[src/rtl/cpu_types_pkg.sv]
// Shared types for the memory arbiter: RAM status, arbiter FSM state, counter widths.
package cpu_types_pkg;

    typedef enum logic [1:0] {
        FREE   = 2'd0,
        BUSY   = 2'd1,
        ACCESS = 2'd2,
        ERROR  = 2'd3
    } ramstate_t;

    typedef enum logic [1:0] {
        IDLE   = 2'd0,
        IGRANT = 2'd1,
        DGRANT = 2'd2
    } arb_state_t;

    typedef logic [2:0] starve_cnt_t;
    typedef logic [7:0] wait_cnt_t;

endpackage

[src/rtl/mem_arbiter.sv]
// Arbitrates instruction and data requests onto a single RAM port.
// Data normally wins; an instruction fetch starved for STARVE_LIMIT data grants wins next.
module mem_arbiter
    import cpu_types_pkg::*;
#(
    parameter int unsigned STARVE_LIMIT = 4,
    parameter int unsigned TIMEOUT      = 255
) (
    input  logic        CLK,
    input  logic        nRST,
    input  logic        iREN,
    input  logic [31:0] iaddr,
    input  logic        dREN,
    input  logic        dWEN,
    input  logic [31:0] daddr,
    input  logic [31:0] dstore,
    output logic        ihit,
    output logic        dhit,
    output logic [31:0] iload,
    output logic [31:0] dload,
    output logic        ramREN,
    output logic        ramWEN,
    output logic [31:0] ramaddr,
    output logic [31:0] ramstore,
    input  logic [31:0] ramload,
    input  ramstate_t   ramstate,
    output logic        arb_busy,
    output logic        timeout_err
);

    localparam starve_cnt_t StarveMax  = starve_cnt_t'(STARVE_LIMIT);
    localparam wait_cnt_t   TimeoutVal = wait_cnt_t'(TIMEOUT);

    arb_state_t  state_q, state_d;
    starve_cnt_t starve_cnt_q, starve_cnt_d;
    wait_cnt_t   wait_cnt_q, wait_cnt_d;
    logic        timeout_err_q, timeout_err_d;

    logic d_req;
    logic ram_access;
    logic unused_addr_lsbs;

    assign d_req      = dREN | dWEN;
    assign ram_access = (ramstate == ACCESS);
    // Byte offsets are dropped: the RAM is word addressed.
    assign unused_addr_lsbs = ^{iaddr[1:0], daddr[1:0]};

    // State and counter registers, cleared asynchronously.
    always_ff @(posedge CLK or negedge nRST) begin
        if (!nRST) begin
            state_q       <= IDLE;
            starve_cnt_q  <= '0;
            wait_cnt_q    <= '0;
            timeout_err_q <= 1'b0;
        end else begin
            state_q       <= state_d;
            starve_cnt_q  <= starve_cnt_d;
            wait_cnt_q    <= wait_cnt_d;
            timeout_err_q <= timeout_err_d;
        end
    end

    // Next-state: registered grant decision; leave a grant on ACCESS or when the request drops.
    always_comb begin
        state_d = state_q;
        case (state_q)
            IDLE: begin
                if (d_req && !(iREN && (starve_cnt_q == StarveMax))) begin
                    state_d = DGRANT;
                end else if (iREN) begin
                    state_d = IGRANT;
                end
            end
            IGRANT: begin
                if (!iREN || ram_access) begin
                    state_d = IDLE;
                end
            end
            DGRANT: begin
                if (!d_req || ram_access) begin
                    state_d = IDLE;
                end
            end
            default: state_d = IDLE;
        endcase
    end

    // Outputs: RAM strobes follow the grant state; hits are combinational on ACCESS.
    always_comb begin
        ramREN   = 1'b0;
        ramWEN   = 1'b0;
        ramaddr  = '0;
        ramstore = '0;
        ihit     = 1'b0;
        dhit     = 1'b0;
        case (state_q)
            IGRANT: begin
                ramREN  = 1'b1;
                ramaddr = {iaddr[31:2], 2'b00};
                ihit    = iREN & ram_access;
            end
            DGRANT: begin
                ramaddr  = {daddr[31:2], 2'b00};
                ramstore = dstore;
                // A simultaneous read and write request is treated as a write.
                if (dWEN) begin
                    ramWEN = 1'b1;
                end else begin
                    ramREN = 1'b1;
                end
                dhit = d_req & ram_access;
            end
            default: ;
        endcase
        iload       = ihit ? ramload : '0;
        dload       = dhit ? ramload : '0;
        arb_busy    = (state_q != IDLE);
        timeout_err = timeout_err_q;
    end

    // Starvation and wait counters plus the sticky timeout flag.
    always_comb begin
        starve_cnt_d  = starve_cnt_q;
        wait_cnt_d    = wait_cnt_q;
        timeout_err_d = timeout_err_q;

        if (ihit) begin
            starve_cnt_d = '0;
        end else if (dhit && iREN && (starve_cnt_q < StarveMax)) begin
            starve_cnt_d = starve_cnt_q + starve_cnt_t'(1);
        end

        if (state_q == IDLE) begin
            wait_cnt_d = '0;
        end else if (!ram_access) begin
            if (wait_cnt_q != '1) begin
                wait_cnt_d = wait_cnt_q + wait_cnt_t'(1);
            end
            if (wait_cnt_d == TimeoutVal) begin
                timeout_err_d = 1'b1;
            end
        end
    end

endmodule

[config.mk]
export PLATFORM = sky130hd
export DESIGN_NAME = mem_arbiter
export DESIGN_NICKNAME = d
export VERILOG_FILES = /design/src/rtl/cpu_types_pkg.sv /design/src/rtl/mem_arbiter.sv
export SDC_FILE = /design/constraint.sdc
export NUM_CORES = 1
export LEC_CHECK = 0
export CORE_AREA = 2 2 103 105
export CTS_CLUSTER_DIAMETER = 40
export DETAILED_ROUTE_END_ITERATION = 16
export DIE_AREA = 0 0 105 107
export PLACE_DENSITY = 0.72
export REMOVE_ABC_BUFFERS = 1
export SYNTH_ARGS = -nofsm -noshare
export SYNTH_HDL_FRONTEND = slang
export SYNTH_SLANG_ARGS = --single-unit
export TNS_END_PERCENT = 50
[constraint.sdc]
create_clock -name CLK -period 2.63 [get_ports CLK]
set_clock_uncertainty 0.15 [all_clocks]
set_input_delay 0.263 -clock CLK [delete_from_list [all_inputs] [get_ports CLK]]
set_output_delay 0.263 -clock CLK [all_outputs]
set_load 0.03 [all_outputs]
==> run summary, run 1 <==
Counting flops and latches in the post-synthesis netlist gives 14. Of the total power, the clock network draws 5.1%. The tools report the clock sink count as 14. The top cell type by area accounts for 29.7% of the synthesized area. After detailed routing, the average wire length per cell comes to 15.3 um. Based on the critical path, the design can be clocked at up to 0.411 GHz. For this design the ratio of total power to cell area is 726 nW/um^2. The first global-routing pass estimated 15400 um of wire. Final number of setup-violating endpoints: 0.

In this run the cell area of the synthesized design comes to 2040 sq um. The number of search-and-repair iterations in the first detailed-routing pass is 4, and the maximum fanout encountered on the critical timing path is 34. In this run the tool buffered the top-level ports with 262 buffer cells.

Summing the areas of all compound-gate instances in the mapped netlist gives 20.4% of the synthesized area. Sequential elements use 17.1% of the synthesized area. Final worst hold slack: 0.275 ns. The run gives 0 as the hold-fix buffer count after cts.

Summing the areas of all and, or, nand and nor instances in the mapped netlist gives 48.6% of the synthesized area. The worst setup path is captured at an output pin. STA puts the critical path data required time at 2.22 ns. Once detail routing completed, the nets flagged for antenna violations numbered 0. The synthesized design contains 0 enable-type register cells.

The run gives 10200 um as the routed wire length. The core region is 10100 sq um. The global-route usage over all layers is 16.9%. The master cell of the clock root buffer was sky130_fd_sc_hd__clkbuf_8.

Of the post-synthesis cell area, the part taken by muxes is 2.02%. The number of design rule violations left after detail routing was 0; the static leakage power was 0.00209 uW. The via count of the first global-routing pass was 3040; the half-perimeter wire length after placement was 8350 um.

The run gives 0.59 ns as the slack of the worst reg-to-reg path. For the initial antenna violation count, the log shows 0. The Yosys warning count was 0.

Of the total synthesized cell area, the portion taken by full adders, half adders and majority gates is 3.67%. The weighted congestion reported at the end of routability-driven placement is 0.817, and the number of vias per cell after detailed routing is 4.44. Dominant synthesized flop cell: sky130_fd_sc_hd__dfrtp_1. Max-cap violations in this run came to 0. The count of routing violations after the opening detailed-route iteration was 223. The minimum clock period works out to 2.43 ns. In this run, flip-flops and latches consume 9.2% of the power.

For the number of placement rows, the log shows 37. The flow ran to the end, and the final reports show no timing, DRC or antenna violations. Net switching is 51.8% of the power.

After synthesis, the share of flip-flops with an asynchronous set or reset is 100%. Data arrives at the worst endpoint at 2.02 ns. In the final timing run, aggregate negative setup slack is 0 ns. The die covers 11200 sq um. The total overflow left after global routing is 0. Once the floorplan was initialized, standard cells occupied 20.3% of the core.

The total via count after detailed routing is 2960, and the post-route fraction of the period consumed by the critical path is 92.6%. At the later pin of the worst-skew pair, clock insertion delay measures 0.24 ns. The max-slew violation total from the final report is 0, and the clock-pin slew on the worst setup and hold paths is 0.06 ns. The post-route netlist has 27.4% of its cells at a drive strength greater than 1. 0 antenna diodes ended up in the layout.

From bottom edge to top edge, the die measures 107 um. No sink is reached through more buffers than the 2 on the longest clock path. The tools report the relative contribution of combinational cells to total power as 85.7%. Number of cells upsized or downsized after cts: 0. Setup repair after global routing left no endpoint under its margin. The area growth from synthesis to layout was 132%.

TritonCTS built the clock tree. The number of nets in the layout is 673. Horizontal die dimension: 105 um. The transition time of the tightest slew-check pin was 0.661 ns; the count of placed standard cells in the final layout, fillers left out was 666. The worst slew slack as a fraction of its limit was 55.8%. The worst register-to-register path begins at wait_cnt_q[0]. Clock tree synthesis inserted a total of 3 buffers. By area, the combinational part of the netlist is dominated by simple AND/OR/NAND/NOR gates.

For this design the total switching power over the nets is 1780 uW. Once placement completed, the tool counted placed cells totaling 663. Sorting the synthesized cells by area gives the leading types as sky130_fd_sc_hd__and2_1 30%, sky130_fd_sc_hd__dfrtp_1 17%, sky130_fd_sc_hd__a22oi_1 12%. Synthesis produced 281 cells.

For the worst flop-to-flop path, the logic depth is 5. Of all cell types, the one taking the most synthesized area is sky130_fd_sc_hd__and2_1. Synthesis instantiated 40 different standard cells from the library. The tools report the hold violation count in the final report as 0. The worst setup path is of the reg2out kind.

The number of H-tree levels is 1. Endpoint of the lowest-slack register-to-register path: timeout_err. The logs give 269 for the number of top-level design ports and 37 for the pin count of the biggest net entering global routing. Xor and xnor fraction of the mapped netlist area: 1.29%.

For this run, the share of the core covered by cells in the final layout is 46.9%. The average cell area after synthesis was 7.28 sq um. In this run the worst hold path is classified as in2async.

The cell-internal power was 1660 uW; the maximum vdd ir drop was 276 uV. Post-CTS timing repair inserted 0 buffers for setup. The worst setup path is launched from a flop.
-- power groups by stage --
stage / clock [uW] / sequential, uW / combinational, uW
final: 176 / 317 / 2950
after floorplan: 0 / 306 / 1640
after detailed placement: 0 / 320 / 2970
after CTS: 184 / 316 / 2980
after global routing: 193 / 323 / 3150
after global placement: 0 / 315 / 2950
-- routing by layer --
metal,vias to the layer above,routed length [um],track usage (%)
met2,191,5230,31.6
met1,1310,4040,19.6
li1,1443,-,-
met4,0,166,3.81
met5,-,0,0
met3,16,769,3.53
-- per-stage QoR --
stage,area [sq um],setup slack (ns),power (uW)
after floorplan,1940,-1.01,1950
after global placement,4690,0.455,3260
after detailed placement,4690,0.419,3290
after CTS,4740,0.144,3480
after global routing,4740,0.00336,3660
final,4740,0.196,3440
-- worst max-delay path, cell delays in order (launching register included) --
cell and delay, ns:
sky130_fd_sc_hd__dfrtp_1 0.38, sky130_fd_sc_hd__inv_1 0.10, sky130_fd_sc_hd__ha_2 0.35, sky130_fd_sc_hd__o21ai_1 0.19, sky130_fd_sc_hd__nor2_1 0.12, sky130_fd_sc_hd__buf_4 0.28, sky130_fd_sc_hd__and2_1 0.22, sky130_fd_sc_hd__buf_12 0.13
-- synth_stat cells, types with 5 or more instances --
master and count:
sky130_fd_sc_hd__and2_1 97, sky130_fd_sc_hd__nor2b_1 34, sky130_fd_sc_hd__a22oi_1 33, sky130_fd_sc_hd__clkbuf_1 19, sky130_fd_sc_hd__dfrtp_1 14, sky130_fd_sc_hd__nor2_1 9, sky130_fd_sc_hd__inv_1 8, sky130_fd_sc_hd__a21oi_1 6
sky130_fd_sc_hd__ha_1 6, sky130_fd_sc_hd__nand2_1 5, sky130_fd_sc_hd__o21ai_0 5
-- final cells by class --
class | instances | area [sq um]
Fill cell | 983 | 5360
Timing Repair Buffer | 270 | 2580
Multi-Input combinational cell | 235 | 1560
Sequential cell | 14 | 350
Tap cell | 136 | 170
Clock buffer | 3 | 41.3
Inverter | 8 | 30.0
-- how the worst max path moves through the flow --
stage	startpoint	to	slack, ns	cells after the start
CTS	state_q[0]	dload[7]	0.14	7
floorplan	state_q[0]	dload[0]	-1.01	5
finish	state_q[0]	dload[7]	0.20	7
detailed placement	state_q[0]	dload[7]	0.42	7
global placement	state_q[0]	dload[7]	0.46	7
global route	state_q[0]	dload[7]	0.003	7
-- placed cells by master (no fill, tap or decap), types with 3 or more instances in the layout --
cell	Yosys	routed
sky130_fd_sc_hd__a21oi_1	6	6
sky130_fd_sc_hd__a22oi_1	33	33
sky130_fd_sc_hd__and2_1	97	97
sky130_fd_sc_hd__buf_12	0	17
sky130_fd_sc_hd__buf_4	2	117
sky130_fd_sc_hd__clkbuf_8	0	3
sky130_fd_sc_hd__clkdlybuf4s50_1	0	136
sky130_fd_sc_hd__dfrtp_1	14	14
sky130_fd_sc_hd__ha_1	6	5
sky130_fd_sc_hd__inv_1	8	8
sky130_fd_sc_hd__mux2i_1	3	3
sky130_fd_sc_hd__nand2_1	5	5
sky130_fd_sc_hd__nand3_1	4	4
sky130_fd_sc_hd__nor2_1	9	9
sky130_fd_sc_hd__nor2b_1	34	34
sky130_fd_sc_hd__nor3_1	4	4
sky130_fd_sc_hd__o21ai_0	5	5
-- flip-flops by register name (all words and copies together) (netlist names) --
| register | flops |
|---|---|
| timeout_err | 1 |
| state_q | 2 |
| starve_cnt_q | 3 |
| wait_cnt_q | 8 |
-- kinds of logic after synthesis --
kind of cell	after synthesis
adder cells (fa/ha/maj)	6
buffers and inverters	33
XOR/XNOR	3
other	1
AO/OA/AOI/OAI	57
flip-flops	14
AND/OR/NAND/NOR	163
multiplexers	4
Power figures use the tool's default switching activity.
==> run 2, diff against run 1 <==
- CELL_PAD_IN_SITES_DETAIL_PLACEMENT: default -> 1
- CELL_PAD_IN_SITES_GLOBAL_PLACEMENT: default -> 1
- CORE_AREA: 2 2 103 105 -> default
- CORE_UTILIZATION: default -> 15
- DIE_AREA: 0 0 105 107 -> default
- PLACE_DENSITY: 0.72 -> 0.86
==> run 2 against run 1 <==
  * Core utilization is 11 points lower
  * Sequential power about the same
  * Power rose by 3.6%
  * Critical path type unchanged
  * Sequential share of layout area is 0.079 points lower
  * Flip-flop and latch count is the same
  * Via count increased by 3.5%
  * Setup slack lost 0.068 ns
  * Non-clock buffer count down 1
  * Routed wire length rose by 4.5%
  * Largest cell class unchanged
  * Largest power group unchanged
==> run summary, run 2 (same netlist as run 1, synthesis figures left out) <==
The number of max-cap violations came out at 0. VDD sags by at most 315 uV. The pin count of the biggest net entering global routing was 65. For the global-route usage over all layers, the log shows 14.4%. Critical path start-end classification: reg2out. For the buffer levels on the longest clock path, the log shows 2. In this run the remaining antenna-violating nets after routing total 0.

After global routing the overflow that remains totals 0. TritonCTS built the clock tree. The logs give 0.400 GHz for the maximum clock frequency and 1 for the number of H-tree levels. The register with the most flip-flops in the layout has 8 of them. Setup repair after global routing left no endpoint under its margin. The cell family contributing the most delay on the critical path is buffers and inverters. The worst setup path is launched from a flop.

The final critical path takes up 95.2% of the cycle. Setup violations remaining at the end of the flow were counted as 0. In the routed layout, each cell is associated on average with a via count of 4.35. The flow ran to the end, and the final reports show no timing, DRC or antenna violations. Across all setup checks in the final design, the least slack found is 0.127 ns.

In the final layout, the registers with the most flip-flops are wait_cnt_q x8, starve_cnt_q x3, state_q x2. The area growth from synthesis to layout is 134%. Cells fill 36.1% of the core in the end.

The max-slew violation total from the final report was 0; the hold violation count in the final report was 0. The library cell used most frequently in the layout, excluding fill and tap cells, is sky130_fd_sc_hd__clkdlybuf4s50_1. The logs give 0 for the number of cells upsized or downsized after cts and 672 for the number of nets in the layout. The maximum single-stage delay on the critical path came out at 0.68 ns. After clock tree synthesis, the flow added hold-fix buffers numbering 0.

The endpoint arrival time on the critical path was 2.09 ns; the clock sink count was 14. The completed layout was analyzed and its total power is 3560 uW. Counting tap cells, the placed design contains a total of 702 instances. The half-perimeter wire length after placement was 8800 um; the via count of the first global-routing pass was 3202. The clock-pin slew on the worst setup and hold paths was 0.05 ns. At the later pin of the worst-skew pair, clock insertion delay measures 0.24 ns. Net switching is 51.0% of the power. The number of clock buffers inserted by TritonCTS was 3; the number of inserted diodes was 0. The finished layout holds 705 standard cells, fillers aside. Summed over all nets, the switching power comes to 1820 uW. The internal power of the cells totals 1740 uW.

Counting flops per register, the top entry is wait_cnt_q. The clock period could shrink to 2.50 ns. The initial antenna violation count was 0. The die height came out at 119 um.

The share of power burned in the clock network is 8.0%, and the horizontal die dimension is 119 um. The number of buffers inserted by port buffering was 262. The number of top-level design ports was 269; the power per cell area was 744 nW/um^2. The run gives 13200 sq um as the placeable core region.

For this configuration, the core starts out at a cell density of 15.4%. The master cell of the clock root buffer is sky130_fd_sc_hd__clkbuf_16. The relative contribution of combinational cells to total power is 83.0%. At the pin with the least slew margin, the transition time is 0.687 ns. The critical path goes through inv_1 > ha_2 > buf_12 > and2_1 > clkdlybuf4s50_1. Leaving out fill and tap cells, the most frequent cells in the layout are 156 x sky130_fd_sc_hd__clkdlybuf4s50_1, 102 x sky130_fd_sc_hd__buf_4, 97 x sky130_fd_sc_hd__and2_1, 34 x sky130_fd_sc_hd__nor2b_1, 33 x sky130_fd_sc_hd__a22oi_1.

The floorplan step defined a die boundary enclosing 14100 sq um. The detailed router finished its first iteration with 86 violations. The initialized floorplan defines 42 standard-cell rows.

For this run, the detailed router's first-pass iteration total came to 4. The tools report the number of design rule violations left after detail routing as 0. After detailed routing, the average wire length per cell comes to 15.1 um.

Before CTS, the worst setup slack after placement is 0.388 ns. The total via count after detailed routing was 3064. The number of buffers and inverters on the critical path works out to 3.

In the final timing run, aggregate negative setup slack is 0 ns. The share of total power dissipated in sequential elements is 9.0%. In this run the tightest slew margin relative to its limit is 54.0%. Once the clock tree was built, the setup fixing pass inserted 0 buffers. For the routed wire length, the log shows 10700 um. Of all nets on the critical path, the largest fanout is 64. The cell with the biggest individual delay on the critical path was sky130_fd_sc_hd__clkdlybuf4s50_1. In this run the worst hold path is classified as in2async. The worst setup path is captured at an output pin. The first global-routing pass estimated 16400 um of wire.

The worst endpoint required time was 2.22 ns. The weighted congestion reported at the end of routability-driven placement is 0.857. In this run the static leakage power is 0.00205 uW. Of the cells placed in the final design, the portion with a size suffix greater than 1 is 23.4%.
[run 2: cell types whose count changed in the layout (fill, tap and decap cells not counted)]
cell,before,now
sky130_fd_sc_hd__buf_4,117,102
sky130_fd_sc_hd__clkdlybuf4s50_1,136,156
sky130_fd_sc_hd__clkbuf_16,0,3
sky130_fd_sc_hd__buf_12,17,11
sky130_fd_sc_hd__clkbuf_8,3,0
[run 2: path summary, 6_finish.rpt]
| path | startpoint | endpoint | slack [ns] | cells after the start |
|---|---|---|---|---|
| min in group CLK | timeout_err | timeout_err | 0.31 | 2 |
| hold / removal | nRST | wait_cnt_q[6] | 0.29 | 1 |
| setup / recovery | state_q[0] | ramstore[17] | 0.13 | 5 |
| max in group asynchronous | nRST | wait_cnt_q[1] | 1.60 | 1 |
| hold reg to reg | timeout_err | timeout_err | 0.31 | 2 |
| setup reg to reg | wait_cnt_q[0] | wait_cnt_q[1] | 0.56 | 5 |
[run 2: power by group through the flow]
stage	registers, uW	logic [uW]	clock network, uW
3_5_place_dp	322	3000	0
2_1_floorplan	306	1640	0
5_1_grt	325	3130	302
3_3_place_gp	315	2920	0
6_report	320	2960	286
4_1_cts	319	3010	294
[run 2: worst register-to-register path, delay by kind of cell, from the launching register on]
kind | cells | cell delay (ns)
compound gates | 1 | 0.49
fa+ha+maj | 1 | 0.35
flops | 1 | 0.46
mux | 1 | 0.26
simple gates | 2 | 0.25
[run 2: layout make-up]
class | count | area [sq um]
flip-flops and latches | 14 | 350
multi-input cells | 235 | 1560
repair buffers | 269 | 2550
clock buffers | 3 | 75.1
inverters | 8 | 30.0
fillers | 1567 | 8460
well taps | 176 | 220
[run 2: through the flow]
stage	instance area (sq um)	hold slack (ns)
6_report	4790	0.289
3_3_place_gp	4710	0.299
3_5_place_dp	4710	0.298
4_1_cts	4790	0.318
2_1_floorplan	1940	-0.183
5_1_grt	4790	0.338
[run 2: routing by layer]
| metal | share of wire (%) | global-route usage (%) | wire, um |
|---|---|---|---|
| met5 | 0 | 0 | 0 |
| met4 | 1.1 | 2.93 | 116 |
| met3 | 7.9 | 3.04 | 847 |
| met2 | 54 | 29.6 | 5790 |
| met1 | 37 | 14.4 | 3910 |
